$ cat config.mk
export PLATFORM = sky130hd
export DESIGN_NAME = controle_jogo
export DESIGN_NICKNAME = d
export VERILOG_FILES = /design/src/rtl/controle_jogo_pkg.sv /design/src/rtl/controle_jogo_ponteiro_baralho.sv /design/src/rtl/controle_jogo.sv
export SDC_FILE = /design/constraint.sdc
export NUM_CORES = 1
export LEC_CHECK = 0
export CAP_MARGIN = 10
export CORE_UTILIZATION = 51
export CTS_BUF_LIST = sky130_fd_sc_hd__clkbuf_8 sky130_fd_sc_hd__clkbuf_16
export DETAILED_ROUTE_END_ITERATION = 16
export PLACE_DENSITY = 0.8
export RECOVER_POWER = 100
export SYNTH_ARGS = -nofsm -noshare
export SYNTH_HDL_FRONTEND = slang
export SYNTH_SLANG_ARGS = --single-unit
$ cat constraint.sdc
create_clock -name clock -period 2.4 [get_ports clock]
set_input_delay 0.6 -clock clock [delete_from_list [all_inputs] [get_ports clock]]
set_output_delay 0.6 -clock clock [all_outputs]
set_load 0.02 [all_outputs]
$ cat src/rtl/controle_jogo_pkg.sv
// controle_jogo_pkg: types and constants shared by the blackjack round sequencer.
//   - estado_t    : sequencer state encoding
//   - resultado_t : round result codes driven on resultado
//   - score/card/address widths and default game limits
//   - compara()   : final score comparison at the end of the dealer turn
package controle_jogo_pkg;

  localparam int PTS_W   = 6;
  localparam int CARTA_W = 4;
  localparam int ADDR_W  = 6;

  localparam int DEALER_LIMIT_DEF = 17;
  localparam int MAX_PTS_DEF      = 21;
  localparam int WDOG_CYCLES_DEF  = 255;

  typedef enum logic [3:0] {
    OCIOSO, BUSCA, CAPTURA, PEDE, LIBERA, DECIDE, VEZ_JOG, VEZ_DEALER, RESULTADO
  } estado_t;

  typedef enum logic [1:0] {
    NENHUM  = 2'b00,
    JOGADOR = 2'b01,
    DEALER  = 2'b10,
    EMPATE  = 2'b11
  } resultado_t;

  // Player bust never gets here, so only the dealer can still be over the limit.
  function automatic resultado_t compara(input logic [PTS_W-1:0] pj,
                                         input logic [PTS_W-1:0] pd,
                                         input logic [PTS_W-1:0] max_pts);
    if (pd > max_pts)  return JOGADOR;
    else if (pj > pd)  return JOGADOR;
    else if (pd > pj)  return DEALER;
    else               return EMPATE;
  endfunction

endpackage

$ cat src/rtl/controle_jogo_ponteiro_baralho.sv
// ponteiro_baralho: deck read pointer.
//   clock, reset : rising-edge clock, asynchronous active-high reset (pointer -> 0)
//   inc          : advance the pointer by one card (wraps 63 -> 0)
//   addr         : current deck ROM address
module ponteiro_baralho
  import controle_jogo_pkg::*;
(
  input  logic              clock,
  input  logic              reset,
  input  logic              inc,
  output logic [ADDR_W-1:0] addr
);

  logic [ADDR_W-1:0] addr_q, addr_d;

  always_comb begin
    addr_d = addr_q;
    if (inc) addr_d = addr_q + ADDR_W'(1);
  end

  always_ff @(posedge clock or posedge reset) begin
    if (reset) addr_q <= '0;
    else       addr_q <= addr_d;
  end

  assign addr = addr_q;

endmodule

$ cat src/rtl/controle_jogo.sv
// controle_jogo: blackjack round sequencer.
// Fetches cards from the deck ROM, hands each one to the scoring unit for the
// player or the dealer, runs opening deal / player turn / dealer turn and
// publishes the round result.
//   clock, reset        : rising-edge clock, asynchronous active-high reset
//   iniciar, hit, stay  : single-cycle button pulses
//   deck_rd, deck_addr  : deck ROM read strobe and card pointer
//   deck_data           : card value, valid the cycle after deck_rd
//   carta               : card presented to the scoring unit
//   sc_pjogador/pdealer : score request for player / dealer, held until sc_ok
//   sc_ok               : scoring unit done (level)
//   pts_jogador/dealer  : running scores from the scoring unit
//   resultado, fim_jogo : round result and its valid flag
//   erro                : sticky watchdog abort flag
//   n_cartas_jog        : cards dealt to the player (saturating)
module controle_jogo
  import controle_jogo_pkg::*;
#(
  parameter int DEALER_LIMIT = DEALER_LIMIT_DEF,
  parameter int MAX_PTS      = MAX_PTS_DEF,
  parameter int WDOG_CYCLES  = WDOG_CYCLES_DEF
) (
  input  logic               clock,
  input  logic               reset,
  input  logic               iniciar,
  input  logic               hit,
  input  logic               stay,
  output logic               deck_rd,
  output logic [ADDR_W-1:0]  deck_addr,
  input  logic [CARTA_W-1:0] deck_data,
  output logic [CARTA_W-1:0] carta,
  output logic               sc_pjogador,
  output logic               sc_pdealer,
  input  logic               sc_ok,
  input  logic [PTS_W-1:0]   pts_jogador,
  input  logic [PTS_W-1:0]   pts_dealer,
  output logic [1:0]         resultado,
  output logic               fim_jogo,
  output logic               erro,
  output logic [3:0]         n_cartas_jog
);

  localparam int                WD_W      = $clog2(WDOG_CYCLES + 1);
  localparam logic [WD_W-1:0]   WD_ULTIMO = WD_W'(WDOG_CYCLES - 1);
  localparam logic [PTS_W-1:0]  LIM_P     = PTS_W'(DEALER_LIMIT);
  localparam logic [PTS_W-1:0]  MAX_P     = PTS_W'(MAX_PTS);

  estado_t            estado_q, estado_d;
  logic               deck_rd_q, deck_rd_d;
  logic [CARTA_W-1:0] carta_q, carta_d;
  logic               req_jog_q, req_jog_d;
  logic               req_dlr_q, req_dlr_d;
  resultado_t         resultado_q, resultado_d;
  logic               fim_q, fim_d;
  logic               erro_q, erro_d;
  logic [3:0]         ncj_q, ncj_d;
  logic [1:0]         idx_q, idx_d;        // opening deal index 0..3
  logic               abertura_q, abertura_d; // still in the opening deal
  logic               vez_jog_q, vez_jog_d;   // extra card belongs to the player
  logic [WD_W-1:0]    wdog_q, wdog_d;
  logic               avanca;
  logic               para_jog;

  ponteiro_baralho u_ponteiro (
    .clock (clock),
    .reset (reset),
    .inc   (avanca),
    .addr  (deck_addr)
  );

  always_comb begin
    estado_d    = estado_q;
    deck_rd_d   = 1'b0;
    carta_d     = carta_q;
    req_jog_d   = 1'b0;
    req_dlr_d   = 1'b0;
    resultado_d = resultado_q;
    fim_d       = fim_q;
    erro_d      = erro_q;
    ncj_d       = ncj_q;
    idx_d       = idx_q;
    abertura_d  = abertura_q;
    vez_jog_d   = vez_jog_q;
    wdog_d      = '0;
    avanca      = 1'b0;
    // Opening deal alternates player/dealer on the index LSB.
    para_jog    = abertura_q ? ~idx_q[0] : vez_jog_q;

    unique case (estado_q)
      OCIOSO, RESULTADO: begin
        if (iniciar) begin
          resultado_d = NENHUM;
          fim_d       = 1'b0;
          erro_d      = 1'b0;
          ncj_d       = '0;
          idx_d       = '0;
          abertura_d  = 1'b1;
          deck_rd_d   = 1'b1;
          estado_d    = BUSCA;
        end
      end
      BUSCA: estado_d = CAPTURA;
      CAPTURA: begin
        carta_d   = deck_data;
        avanca    = 1'b1;
        req_jog_d = para_jog;
        req_dlr_d = ~para_jog;
        if (para_jog && ncj_q != 4'hf) ncj_d = ncj_q + 4'd1;
        estado_d  = PEDE;
      end
      PEDE: begin
        wdog_d = wdog_q + WD_W'(1);
        if (sc_ok) estado_d = LIBERA;
        else begin
          req_jog_d = req_jog_q;
          req_dlr_d = req_dlr_q;
        end
      end
      LIBERA: begin
        wdog_d = wdog_q + WD_W'(1);
        if (!sc_ok) estado_d = DECIDE;
      end
      DECIDE: begin
        if (abertura_q) begin
          if (idx_q == 2'd3) begin
            abertura_d = 1'b0;
            estado_d   = VEZ_JOG;
          end else begin
            idx_d     = idx_q + 2'd1;
            deck_rd_d = 1'b1;
            estado_d  = BUSCA;
          end
        end else begin
          estado_d = vez_jog_q ? VEZ_JOG : VEZ_DEALER;
        end
      end
      VEZ_JOG: begin
        if (pts_jogador > MAX_P) begin
          resultado_d = DEALER;
          fim_d       = 1'b1;
          estado_d    = RESULTADO;
        end else if (pts_jogador == MAX_P || stay) begin
          estado_d = VEZ_DEALER;
        end else if (hit) begin
          vez_jog_d = 1'b1;
          deck_rd_d = 1'b1;
          estado_d  = BUSCA;
        end
      end
      VEZ_DEALER: begin
        if (pts_dealer < LIM_P) begin
          vez_jog_d = 1'b0;
          deck_rd_d = 1'b1;
          estado_d  = BUSCA;
        end else begin
          resultado_d = compara(pts_jogador, pts_dealer, MAX_P);
          fim_d       = 1'b1;
          estado_d    = RESULTADO;
        end
      end
      default: estado_d = OCIOSO;
    endcase

    // Scoring unit stuck: abandon the round, regardless of sc_ok this cycle.
    if ((estado_q == PEDE || estado_q == LIBERA) && wdog_q == WD_ULTIMO) begin
      erro_d      = 1'b1;
      req_jog_d   = 1'b0;
      req_dlr_d   = 1'b0;
      resultado_d = NENHUM;
      fim_d       = 1'b0;
      wdog_d      = '0;
      estado_d    = OCIOSO;
    end
  end

  always_ff @(posedge clock or posedge reset) begin
    if (reset) begin
      estado_q    <= OCIOSO;
      deck_rd_q   <= 1'b0;
      carta_q     <= '0;
      req_jog_q   <= 1'b0;
      req_dlr_q   <= 1'b0;
      resultado_q <= NENHUM;
      fim_q       <= 1'b0;
      erro_q      <= 1'b0;
      ncj_q       <= '0;
      idx_q       <= '0;
      abertura_q  <= 1'b0;
      vez_jog_q   <= 1'b0;
      wdog_q      <= '0;
    end else begin
      estado_q    <= estado_d;
      deck_rd_q   <= deck_rd_d;
      carta_q     <= carta_d;
      req_jog_q   <= req_jog_d;
      req_dlr_q   <= req_dlr_d;
      resultado_q <= resultado_d;
      fim_q       <= fim_d;
      erro_q      <= erro_d;
      ncj_q       <= ncj_d;
      idx_q       <= idx_d;
      abertura_q  <= abertura_d;
      vez_jog_q   <= vez_jog_d;
      wdog_q      <= wdog_d;
    end
  end

  assign deck_rd      = deck_rd_q;
  assign carta        = carta_q;
  assign sc_pjogador  = req_jog_q;
  assign sc_pdealer   = req_dlr_q;
  assign resultado    = resultado_q;
  assign fim_jogo     = fim_q;
  assign erro         = erro_q;
  assign n_cartas_jog = ncj_q;

endmodule

Word level (Yosys, flattened, before mapping)
Cells that the tools add are included.
{"block": "word_totals", "wordCells": 128, "ff_bits": 37, "output_inout_bits": 21, "input_bits": 22}
{"block": "op_classes", "eq_ne": 26, "bitwise": 2, "mux": 57, "n_addsub": 4, "n_reduce_logical": 20, "magnitude_cmp": 5}
{"operator": "$mux 4", "count": 11}
{"operator": "$pmux 4 s8", "count": 1}
{"operator": "$mux 1", "count": 25}
{"operator": "$eq 4x3->1 const B", "count": 4}
{"operator": "$mux 2", "count": 8}
{"operator": "$mux 8", "count": 2}
{"operator": "$ne 2x2->1 const B", "count": 8}
{"operator": "$gt 6x5->1 const B", "count": 2}
{"operator": "$gt 6x6->1", "count": 2}
{"operator": "$reduce_and 4->1", "count": 3}
{"operator": "$reduce_bool 2->1", "count": 5}
{"operator": "$ne 3x3->1 const B", "count": 3}
{"operator": "$add 8x1->8 const B", "count": 1}
{"operator": "$eq 4x2->1 const B", "count": 2}
{"operator": "$eq 8x8->1 const B", "count": 1}
{"operator": "$pmux 1 s2", "count": 4}
{"operator": "$pmux 4 s2", "count": 1}
{"operator": "$add 6x1->6 const B", "count": 1}
{"operator": "$eq 6x5->1 const B", "count": 1}
{"operator": "$lt 6x5->1 const B", "count": 1}
{"operator": "$ne 3x2->1 const B", "count": 2}
{"operator": "$pmux 2 s3", "count": 1}
{"operator": "$ne 5x5->1 const B", "count": 1}
{"operator": "$reduce_and 5->1", "count": 1}
{"operator": "other kinds (18)", "count": 23}

Longest topological paths before layout
Gate-level depths: netlist of run 1.
{"block": "logic_depth", "depth_word": 7, "mapped_depth": 8, "ltp_nobuf": 8}

Cells and area by module
A second synthesis of run 1 with hierarchy kept.
{"block": "hier_totals", "cells_unflattened": 200, "hier_area_um2": 2113.3}
{"mod": "controle_jogo", "area_per_inst_um2": 1859.3, "instances": 1, "seq_area_each_um2": 775.7, "cells_per_inst": 181}
{"mod": "ponteiro_baralho", "area_per_inst_um2": 254.0, "instances": 1, "seq_area_each_um2": 150.1, "cells_per_inst": 19}

Worst setup path before layout of run 1
OpenSTA, ideal clock, no wires.
{"block": "synth_timing", "kind": "input to register", "from": "input port pts_dealer[2]", "to": "register deck_rd_q, in the netlist deck_rd", "cell_stages": 5, "setup_time_ns": 0.104, "t_required_ns": 2.296, "path_buffers": 0, "slack_ns": 0.479, "t_arrival_ns": 1.817, "cell_sequence": "or4_4 -> a21oi_2 -> a211oi_1 -> or3_1 -> o311ai_1"}
{"block": "synth_via", "elab_chain_cells": 3}
{"element": "start: declaration", "line_no": "controle_jogo.sv:36", "text": "input logic [PTS_W-1:0] pts_dealer,"}
{"element": "$lt 6x5->1", "line_no": "controle_jogo.sv:151", "text": "if (pts_dealer < LIM_P) begin"}
{"element": "$mux 1", "line_no": "controle_jogo.sv:151"}
{"element": "$pmux 1 s4", "line_no": "controle_jogo.sv:89", "text": "unique case (estado_q)"}
{"element": "via deck_rd_d", "line_no": "controle_jogo.sv:49", "text": "logic deck_rd_q, deck_rd_d;"}
{"element": "end signal: assignment", "line_no": "controle_jogo.sv:193", "text": "deck_rd_q <= deck_rd_d;"}
{"element": "end: declaration", "line_no": "controle_jogo.sv:49"}
The timed path passes the listed nets, and every way through them passes these cells.
A chain may end at the register's enable or synchronous reset.

Worst setup path in the final report of run 1
{"block": "layout_timing", "from": "input port pts_jogador[5]", "to": "register estado_q[1]"}
{"block": "layout_via", "elab_chain_cells": 6, "word_cells_on_any_way": 9, "classes_between": "1 x order compare; 2 x eq/ne; 4 x mux; 2 x reduce/logical"}
{"element": "start: declaration", "line_no": "controle_jogo.sv:35", "text": "input logic [PTS_W-1:0] pts_jogador,"}
{"element": "branches (longest 6 deep; another with $gt 6x5->1)"}
{"element": "end signal: assignment", "line_no": "controle_jogo.sv:192", "text": "estado_q <= estado_d;"}
{"element": "end: declaration", "line_no": "controle_jogo.sv:48", "text": "estado_t estado_q, estado_d;"}
Several ways; the timed one is not identified.

==> results of run 1 <==
## routing by layer
layer / vias up / wire, um
met2: 38 / 2090
met5: - / 0
li1: 863 / -
met1: 841 / 2150
met3: 7 / 167
met4: 0 / 57
## kinds of logic (layout without fill, tap and decap cells)
logic type	count (synthesis)	after routing	share of synthesized area, %
compound gates	49	49	17.4
xor+xnor	14	14	5.82
fa+ha+maj	11	11	6.53
buf+inv	20	75	4.15
flops	37	37	43.9
mux	5	5	2.67
simple gates	72	72	19.5
## path summary, 6_finish.rpt
check	from	to	slack, ns	cells past startpoint
setup / recovery	pts_jogador[5]	estado_q[1]$_DFFE_PP0P_	0.15	7
hold / removal	u_ponteiro.addr[5]$_DFFE_PP0P_	u_ponteiro.addr[5]$_DFFE_PP0P_	0.48	1
setup reg to reg	estado_q[2]$_DFFE_PP0P_	estado_q[1]$_DFFE_PP0P_	0.20	6
hold reg to reg	u_ponteiro.addr[5]$_DFFE_PP0P_	u_ponteiro.addr[5]$_DFFE_PP0P_	0.48	1
max in group asynchronous	reset	estado_q[3]$_DFFE_PP0P_	0.84	3
min in group asynchronous	reset	wdog_q[5]$_DFF_PP0_	1.01	3
## registers in the layout, summed over array words and instances, names as in the netlist
signal and flops:
wdog_q 8, u_ponteiro.addr 6, carta 4, estado_q 4, n_cartas_jog 4, idx_q 2
resultado 2, abertura_q 1, deck_rd 1, erro 1, fim_jogo 1, sc_pdealer 1
sc_pjogador 1, vez_jog_q 1
## layout make-up
| type | instances | area (sq um) |
|---|---|---|
| Clock buffer | 6 | 82.6 |
| Clock inverter | 2 | 37.5 |
| Fill cell | 310 | 1250 |
| Inverter | 15 | 56.3 |
| Multi-Input combinational cell | 151 | 1070 |
| Sequential cell | 37 | 926 |
| Tap cell | 50 | 62.6 |
| Timing Repair Buffer | 52 | 482 |
## through the flow
| stage | cells | util [%] | power, W | worst slack, ns | instance area, sq um |
|---|---|---|---|---|---|
| after global placement | 305 | 66.4 | 0.00229 | 0.00103 | 2640 |
| after global routing | 313 | 68.5 | 0.00302 | 0.0307 | 2720 |
| after CTS | 313 | 69.4 | 0.00293 | 0.190 | 2760 |
| final | 313 | 68.5 | 0.00283 | 0.154 | 2720 |
| after detailed placement | 305 | 66.4 | 0.00234 | -0.0285 | 2640 |
| after floorplan | 208 | - | 0.00186 | 0.479 | 2110 |
## layout by cell type, fill, tap and decap left out, types with 6 or more instances in the layout
cell type        Yosys  final
o21ai_0              6      7
nand3_1             10     10
dfrtp_1             37     37
xor2_1               9      9
nand2_1             10     10
buf_4                0      6
nor2_1              23     23
clkbuf_8             0      6
ha_1                11     11
inv_1               14     15
dlygate4sd3_1        0     22
clkdlybuf4s50_1      0     20
a21oi_1             15     16
## power groups by stage
stage / combinational [W] / clock, W / sequential (W)
5_1_grt: 0.00133 / 0.000602 / 0.00109
4_1_cts: 0.00129 / 0.000570 / 0.00107
6_report: 0.00121 / 0.000564 / 0.00106
2_1_floorplan: 0.000724 / 0 / 0.00114
3_3_place_gp: 0.00123 / 0 / 0.00106
3_5_place_dp: 0.00127 / 0 / 0.00107
==> impl_metrics.toml, run 1 <==
[outcome]
outcome = "finished clean"

[yosys]
async_reset_ff_share_pct = 100
synth.distinct_cells = 50
ys_ff_latch = 37
ys.flop_type = "dfrtp_1"
syn_nets = 241
synth_warnings = 0
synthTopCellsByCount = "dfrtp_1, nor2_1, a21oi_1"
ys_top_cells_by_area = "dfrtp_1, ha_1, nor2_1"
netlist_instances = 208
synth_area_sq_um = 2110
syn_area_per_cell_sq_um = 10.1
yosysMostFrequentCell = "dfrtp_1"
yosys.area.top_type_share_pct = 43.9
synth_edf_count = 0
synth.yosys.seq_area_share_pct = 43.9
synth_top_area_cell = "dfrtp_1"

[final_layout]
antenna-diode-count = 0
nNetsFinal = 295
area_growth_pct = 29.0
drive_gt1_share_pct = 9.89

[global_route]
grt_pass1_vias = 1722
met1_usage_pct = 29.1
grt-busiest-layer = "met2"
met3_usage_pct = 6.38
grt_pass1_wl_mm = 7.62
grt-ovfl-total = 0
grt_max_degree = 38
track_usage_pct = 22.9
grt_antenna_before_repair = 0
grtUsageMet2_pct = 38.0

[routing]
routedWlPerCell_um = 14.3
postRouteAntennaNets = 0
drt-total-wl_mm = 4.46
via_count = 1749
drcViolationCount = 0
drtPass1Iterations = 4
drt-vias-per-instance = 5.59
initialDrtViolationCount = 119

[floorplan]
ioPinCount = 43
die_area_sq_um = 4400
rows = 23
fp.dieW_um = 66.3
initial_utilization_pct = 53.1
core_area_sq_um = 3970
fp.dieH_um = 66.3

[clocking]
cts_hold_buf = 0
postCtsResizedCells = 0
cts.sinks = 37
clockBufferDepth = 2
clk_latency_ns = 0.29
cts_tree = "done"
cts_buffers = 5
cts_setup_buffers = 0
clockRootBuffer = "clkbuf_8"
htree_levels = 2
clk_pin_slew_worst_paths_ns = 0.08

[sta]
finalSetupTns_ns = 0
holdWs_ns = 0.475
rsz0062_at_grt = "false"
worst_pin_slew_ns = 0.882
slew_headroom_pct = 41.2
period_minus_slack_ns = 2.25
final.setup_skew_ns = 0.0111
fin_crit_sh_pct = 93.6
final_max_slew_viol_count = 0
fmax_mhz = 445
final_hold_viol_count = 0
setup_viol = 0

[worst_setup_path]
cp_num_buf_inv = 1
cpLargestDelayFamily = "compound AO/OA/AOI/OAI gates"
critPathMaxFanout = 5
path_class = "primary input to flop"
critPathRequiredTime_ns = 2.57
crit_path_max_incr_delay_ns = 0.47
worstPathArrival_ns = 2.42
path_cells = "clkdlybuf4s50_1, and4bb_2, a31oi_1, a311oi_2, o32ai_1, a32oi_1, nand2_1"
end_kind = "flop"
slowest_stage = "a311oi_2"
start_kind = "primary input"

[power_and_ir_drop]
seqPwrFrac_pct = 37.3
p_sw_share_pct = 39.2
vdd_drop_max_uv = 556
p_comb_share_pct = 42.8
switchingPower_w = 0.00111
p_per_area_nw_per_um2 = 1040
internal-power_w = 0.00172
clockPowerShare_pct = 19.9
leakage_nw = 1.26

[placement]
hpwl_mm = 3.33
portBuffers = 42
gp_congestion = 0.833

[run]
cap_violations = 0

[hold_path]
hold_path.class = "flop to flop"
Power figures use the tool's default switching activity.
==> run 2, diff against run 1 <==
CTS_CLUSTER_DIAMETER = 150   (was unset)
HOLD_SLACK_MARGIN = 0.15   (was unset)
==> results of run 2 <==
Final layout, timing and power as in run 1 (identical DEF).
==> run 3, diff against run 2 <==
ABC_CLOCK_PERIOD_IN_PS = 2400   (was unset)
CTS_CLUSTER_SIZE = 8   (was unset)
GPL_TIMING_DRIVEN = 1   (was unset)
==> results of run 3 <==
Final layout, timing and power as in run 1 (identical DEF).
